$ cat src/rtl/pipeline_hazard_controller.sv
// pipeline_hazard_controller: stall/flush/PC-write sequencer for a 5-stage pipeline
// covering load-use, redirects, memory wait states and HLT drain, plus a lost-cycle counter.
module pipeline_hazard_controller #(
   parameter int CNT_W = 16
) (
   input  logic             clk,
   input  logic             reset_n,
   input  logic [1:0]       rs_ID,
   input  logic [1:0]       rt_ID,
   input  logic             use_rs_ID,
   input  logic             use_rt_ID,
   input  logic             d_readM_EX,
   input  logic             RegWrite_EX,
   input  logic [1:0]       write_reg_addr_EX,
   input  logic             jump_ID,
   input  logic             mispredict_EX,
   input  logic             is_halted_MEM,
   input  logic             i_mem_ready,
   input  logic             d_mem_req_MEM,
   input  logic             d_mem_ready,
   output logic             pc_write,
   output logic [1:0]       pc_src,
   output logic             i_abort,
   output logic             stall_IF_ID,
   output logic             stall_ID_EX,
   output logic             stall_EX_MEM,
   output logic             stall_MEM_WB,
   output logic             flush_IF_ID,
   output logic             flush_ID_EX,
   output logic             flush_EX_MEM,
   output logic             flush_MEM_WB,
   output logic             halted,
   output logic [CNT_W-1:0] stall_cycles
);
   typedef enum logic [2:0] {RUN, IWAIT, DWAIT, DRAIN, HALT} state_t;
   state_t           r_state, w_next;
   logic [CNT_W-1:0] r_cnt;
   logic             w_dhz, w_lu, w_ihz, w_pc_write, w_i_abort, w_halted;
   logic [1:0]       w_pc_src;
   logic [3:0]       w_stall, w_flush;
   assign w_dhz = d_mem_req_MEM & ~d_mem_ready;
   assign w_lu  = d_readM_EX & RegWrite_EX &
                  ((use_rs_ID & (rs_ID == write_reg_addr_EX)) | (use_rt_ID & (rt_ID == write_reg_addr_EX)));
   assign w_ihz = ~i_mem_ready;
   // Stall/flush vectors are ordered {IF_ID, ID_EX, EX_MEM, MEM_WB}.
   always_comb begin
      w_next     = RUN;
      w_pc_write = 1'b1;
      w_pc_src   = 2'd0;
      w_i_abort  = 1'b0;
      w_halted   = 1'b0;
      w_stall    = 4'b0000;
      w_flush    = 4'b0000;
      if (r_state == HALT) begin
         w_next     = HALT;
         w_pc_write = 1'b0;
         w_halted   = 1'b1;
         w_stall    = 4'b1111;
      end else if (r_state == DRAIN) begin
         w_next     = HALT;
         w_pc_write = 1'b0;
         w_stall    = 4'b1110;
         w_flush    = 4'b0001;
      end else if (w_dhz) begin
         w_next     = DWAIT;
         w_pc_write = 1'b0;
         w_stall    = 4'b1110;
         w_flush    = 4'b0001;
      end else if (is_halted_MEM) begin
         w_next     = DRAIN;
         w_pc_write = 1'b0;
         w_i_abort  = 1'b1;
         w_stall    = 4'b1100;
         w_flush    = 4'b0010;
      end else if (mispredict_EX) begin
         w_pc_src  = 2'd2;
         w_i_abort = w_ihz;
         w_flush   = 4'b1100;
      end else if (w_lu) begin
         w_next     = w_ihz ? IWAIT : RUN;
         w_pc_write = 1'b0;
         w_stall    = 4'b1000;
         w_flush    = 4'b0100;
      end else if (jump_ID) begin
         w_pc_src  = 2'd1;
         w_i_abort = w_ihz;
         w_flush   = 4'b1000;
      end else if (w_ihz) begin
         w_next     = IWAIT;
         w_pc_write = 1'b0;
         w_flush    = 4'b1000;
      end
   end
   always_ff @(posedge clk or negedge reset_n) begin
      if (!reset_n) begin
         r_state <= RUN;
         r_cnt   <= '0;
      end else begin
         r_state <= w_next;
         if (!w_pc_write && r_state != HALT && r_cnt != '1) r_cnt <= r_cnt + 1'b1;
      end
   end
   // Reset forces bubbles everywhere regardless of the registered state.
   assign pc_write     = reset_n & w_pc_write;
   assign pc_src       = reset_n ? w_pc_src : 2'd0;
   assign i_abort      = reset_n & w_i_abort;
   assign halted       = reset_n & w_halted;
   assign {stall_IF_ID, stall_ID_EX, stall_EX_MEM, stall_MEM_WB} = reset_n ? w_stall : 4'b0000;
   assign {flush_IF_ID, flush_ID_EX, flush_EX_MEM, flush_MEM_WB} = reset_n ? w_flush : 4'b1111;
   assign stall_cycles = r_cnt;
endmodule

$ cat config.mk
export PLATFORM = sky130hd
export DESIGN_NAME = pipeline_hazard_controller
export DESIGN_NICKNAME = d
export VERILOG_FILES = /design/src/rtl/pipeline_hazard_controller.sv
export SDC_FILE = /design/constraint.sdc
export NUM_CORES = 1
export LEC_CHECK = 0
export CAP_MARGIN = 30
export CORE_MARGIN = 4
export CORE_UTILIZATION = 42
export CTS_CLUSTER_SIZE = 30
export DETAILED_ROUTE_END_ITERATION = 12
export PLACE_DENSITY_LB_ADDON = 0.1
export SYNTH_ARGS = -nofsm -noshare
export SYNTH_HDL_FRONTEND = slang
export SYNTH_SLANG_ARGS = --single-unit
$ cat constraint.sdc
create_clock -name clk -period 2.5 [get_ports clk]
set_clock_uncertainty 0.15 [all_clocks]
set_input_delay 0.75 -clock clk [delete_from_list [all_inputs] [get_ports clk]]
set_output_delay 0.75 -clock clk [all_outputs]
set_load 0.02 [all_outputs]
==> impl_summary.log <==
INFO  metric setup.worst_path.end_class = output port
INFO  metric yosysWarningCount = 0
INFO  metric violations = setup timing
INFO  metric detail-route-antenna-nets = 0
INFO  metric synthArstFlopShare = 1.000
INFO  metric wl = 3751 um
INFO  metric antenna_violations_before_repair = 0
INFO  metric power_switching = 543.7 uW
INFO  metric drtPass1Iterations = 4
INFO  metric setup.worst_path.end = i_abort
INFO  metric setup.worst_path.class = input pin to output port
INFO  metric floorplan.io_pins = 47
INFO  metric internal_power = 791.9 uW
INFO  metric timing.final.crit_period = 2.773 ns
INFO  metric drv.max_cap_violation_count = 0
INFO  metric power_frac_seq = 0.369
INFO  metric pwr-share-comb = 0.518
INFO  metric initial_core_util = 0.4523
INFO  metric worstHoldPathType = flip-flop to flip-flop
INFO  metric io_buffer_count = 46
INFO  metric mappedNetlistArea = 0.001151 mm2
INFO  metric clock_insertion_delay_at_the_later_pin_of_the_skew_report = 0.29 ns
INFO  metric synth_area_leaders = dfrtp_1 (41%), xnor2_1 (9.9%), nand4_1 (4.9%), xor2_1 (4.6%), nand2_1 (3.6%)
INFO  metric status = finished with violations
INFO  metric maximum_number_of_pins_on_one_net_before_global_route_repair = 20
INFO  metric worst_r2r_start = stall_cycles[0]
INFO  metric setup_violations = 8
INFO  metric die_x = 60.35 um
INFO  metric reg2reg_slack = 0.63 ns
INFO  metric synth_cells = 123
INFO  metric syn-mean-instance-area = 9.359 um2
INFO  metric numCtsBuffers = 3
INFO  metric numClockSinks = 19
INFO  metric crit_path_start_kind = input pin
INFO  metric timing.critical_path.from = write_reg_addr_EX[1]
INFO  metric first_global_vias = 1252
INFO  metric worst_pin_slew = 0.4320 ns
INFO  metric antenna_cells = 0
INFO  metric die_height = 60.35 um
INFO  metric remaining_drc_errors = 0
INFO  metric average_vias_per_placed_instance = 5.653
INFO  metric share_clk_of_total_power = 0.113
INFO  metric synth.most_common_cell = dfrtp_1
INFO  metric route.detailed.wl_per_inst = 16.90 um
INFO  metric finalWeightedCongestion = 0.7516
INFO  metric cts_max_level = 1
INFO  metric timing.final.hold_violations = 0
INFO  metric vdd_ir_drop_max = 0.0006994 V
INFO  metric syn2layout_area_growth = 75.44%
INFO  metric synth_top_area_cell = dfrtp_1
INFO  metric initialDrtViolationCount = 38
INFO  metric synth-seq-cells = 19
INFO  metric synth_edf_count = 0
INFO  metric net_total_in_the_final_layout = 212
INFO  metric p_per_area = 661.4 mW/mm2
INFO  metric unrepaired_setup_endpoints_after_global_routing = true
INFO  metric rr_endpoint = stall_cycles[1]
INFO  metric power.share.switching = 0.4071
INFO  metric globalRouteTotalUtil = 0.2092
INFO  metric filler_cell_count = 165
INFO  metric tritoncts_clock_tree = done
INFO  metric timing.fmax = 0.3606 GHz
INFO  metric post-dp-hpwl = 2604 um
INFO  metric final_critical_path_setup_slack = -0.2733 ns
INFO  metric postSynth.topFlopCell = dfrtp_1
INFO  metric synth_cell_types = 34
INFO  metric cell_chosen_for_the_clock_root = clkbuf_4
INFO  metric synth.top_cell.area_share = 0.4130
INFO  metric worst_r2r_path_depth = 5
INFO  metric overflow = 0
INFO  metric post_synth_most_frequent_cells = dfrtp_1 (19), xnor2_1 (13), nand2_1 (11), nor2_1 (11), nand4_1 (9)
INFO  metric final.setup.tns = -1.605 ns
INFO  metric critPathRequiredTime = 1.60 ns
INFO  metric worst-endpoint-arrival = 1.87 ns
INFO  metric final_layout_size_suffix_gt1_frac = 0.4375
INFO  metric final_slew_viol_count = 0
INFO  metric die-area = 0.003642 mm2
INFO  metric route.vias.total = 1255
INFO  metric row_count = 18
INFO  metric largest_fanout_on_the_critical_path = 2
INFO  metric holdBufCountCts = 0
INFO  metric preCtsSetupSlack = -1.126 ns
INFO  metric mappedNetlistNets = 142
INFO  metric relSlewSlack = 0.7074
INFO  metric leakage = 0.8557 nW
INFO  metric clkTransAtPathRegs = 0.10 ns
INFO  metric clk_path_buf_depth = 2
INFO  metric synth_sequential_area_ratio = 0.4130
INFO  metric grt_first_pass_wirelength = 5747 um
INFO  metric core_area = 0.002545 mm2
INFO  metric final.period_utilization = 1.109
worst min path at each step:
stage | startpoint | end | slack, ns | cells past startpoint
2_1_floorplan | reset_n | r_state[0] | 0.30 | 0
3_3_place_gp | stall_cycles[8] | stall_cycles[8] | 0.34 | 1
3_5_place_dp | stall_cycles[8] | stall_cycles[8] | 0.34 | 1
4_1_cts | stall_cycles[8] | stall_cycles[8] | 0.36 | 1
5_1_grt | stall_cycles[15] | stall_cycles[15] | 0.39 | 1
6_report | stall_cycles[8] | stall_cycles[8] | 0.36 | 1
state kept, by name, summed over array words and instances (netlist names):
register / flops
r_state: 3
stall_cycles: 16
layout make-up:
| class | count | area (um2) | share of cell area |
|---|---|---|---|
| repair buffers | 67 | 604.3 | 0.2993 |
| flip-flops and latches | 19 | 475.5 | 0.2354 |
| well taps | 30 | 37.54 | 0.01859 |
| multi-input cells | 100 | 868.3 | 0.4300 |
| clock buffers | 4 | 26.28 | 0.01301 |
| inverters | 2 | 7.507 | 0.003717 |
critical path: stages:
cell	delay [ns]
buf_8	0.11
xnor2_4	0.17
nand3_2	0.11
nand2_2	0.13
nand3_4	0.10
a211oi_4	0.29
a2111oi_4	0.05
buf_4	0.16
layout by cell type (no fill, tap or decap), types with 2 or more instances in the layout:
| cell | instances |
|---|---|
| a31oi_4 | 2 |
| and2_1 | 2 |
| and3_1 | 4 |
| buf_2 | 9 |
| buf_4 | 20 |
| buf_6 | 14 |
| buf_8 | 3 |
| clkbuf_4 | 3 |
| clkdlybuf4s50_1 | 16 |
| dfrtp_1 | 19 |
| dlygate4sd2_1 | 4 |
| inv_2 | 2 |
| nand2_1 | 10 |
| nand2b_1 | 2 |
| nand3_1 | 5 |
| nand3_2 | 4 |
| nand4_1 | 9 |
| nor2_1 | 7 |
| nor2_2 | 4 |
| nor3_1 | 5 |
| nor3_2 | 2 |
| o21ai_1 | 2 |
| o21ai_2 | 2 |
| xnor2_1 | 9 |
| xnor2_4 | 4 |
| xor2_1 | 6 |
kinds of logic after synthesis:
kind of cell,Yosys count,synth area share
mux,1,0.009782
fa+ha+maj,1,0.01087
simple gates,65,0.3141
xor+xnor,19,0.1446
buf+inv,4,0.02283
flops,19,0.4130
compound gates,14,0.08479
power groups by stage:
stage               sequential [mW]  clock [mW]  combinational [mW]
floorplan                     0.548           0               0.266
global placement              0.484           0               0.624
detailed placement            0.494           0               0.636
CTS                           0.490       0.155               0.652
global route                  0.507       0.168               0.741
finish                        0.493       0.152               0.691
metal layers:
layer / part of all wire / global-route usage / wire length, um / vias up
li1: - / - / - / 582
met1: 0.38 / 0.2571 / 1442 / 618
met2: 0.54 / 0.3765 / 2024 / 45
met3: 0.043 / 0.04468 / 163 / 10
met4: 0.033 / 0.04430 / 122 / 0
met5: 0 / 0 / 0 / -
repair_timing:
action                     CTS  global route
resized for setup          142            25
gates cloned                 0             0
pin swaps                   23             9
setup endpoints to repair   13            13
buffers inserted             5             0
through the flow:
step                instances  hold slack (ns)  instance area (um2)  utilization  total power [mW]
global placement          215           0.3372                 1821       0.7153             1.108
finish                    222           0.3609                 2019       0.7935             1.336
CTS                       222           0.3586                 1917       0.7532             1.297
floorplan                 123           0.3044                 1206            -            0.8134
detailed placement        215           0.3403                 1821       0.7153             1.129
global route              222           0.3869                 2019       0.7935             1.417
(Power assumes the default switching activity.)
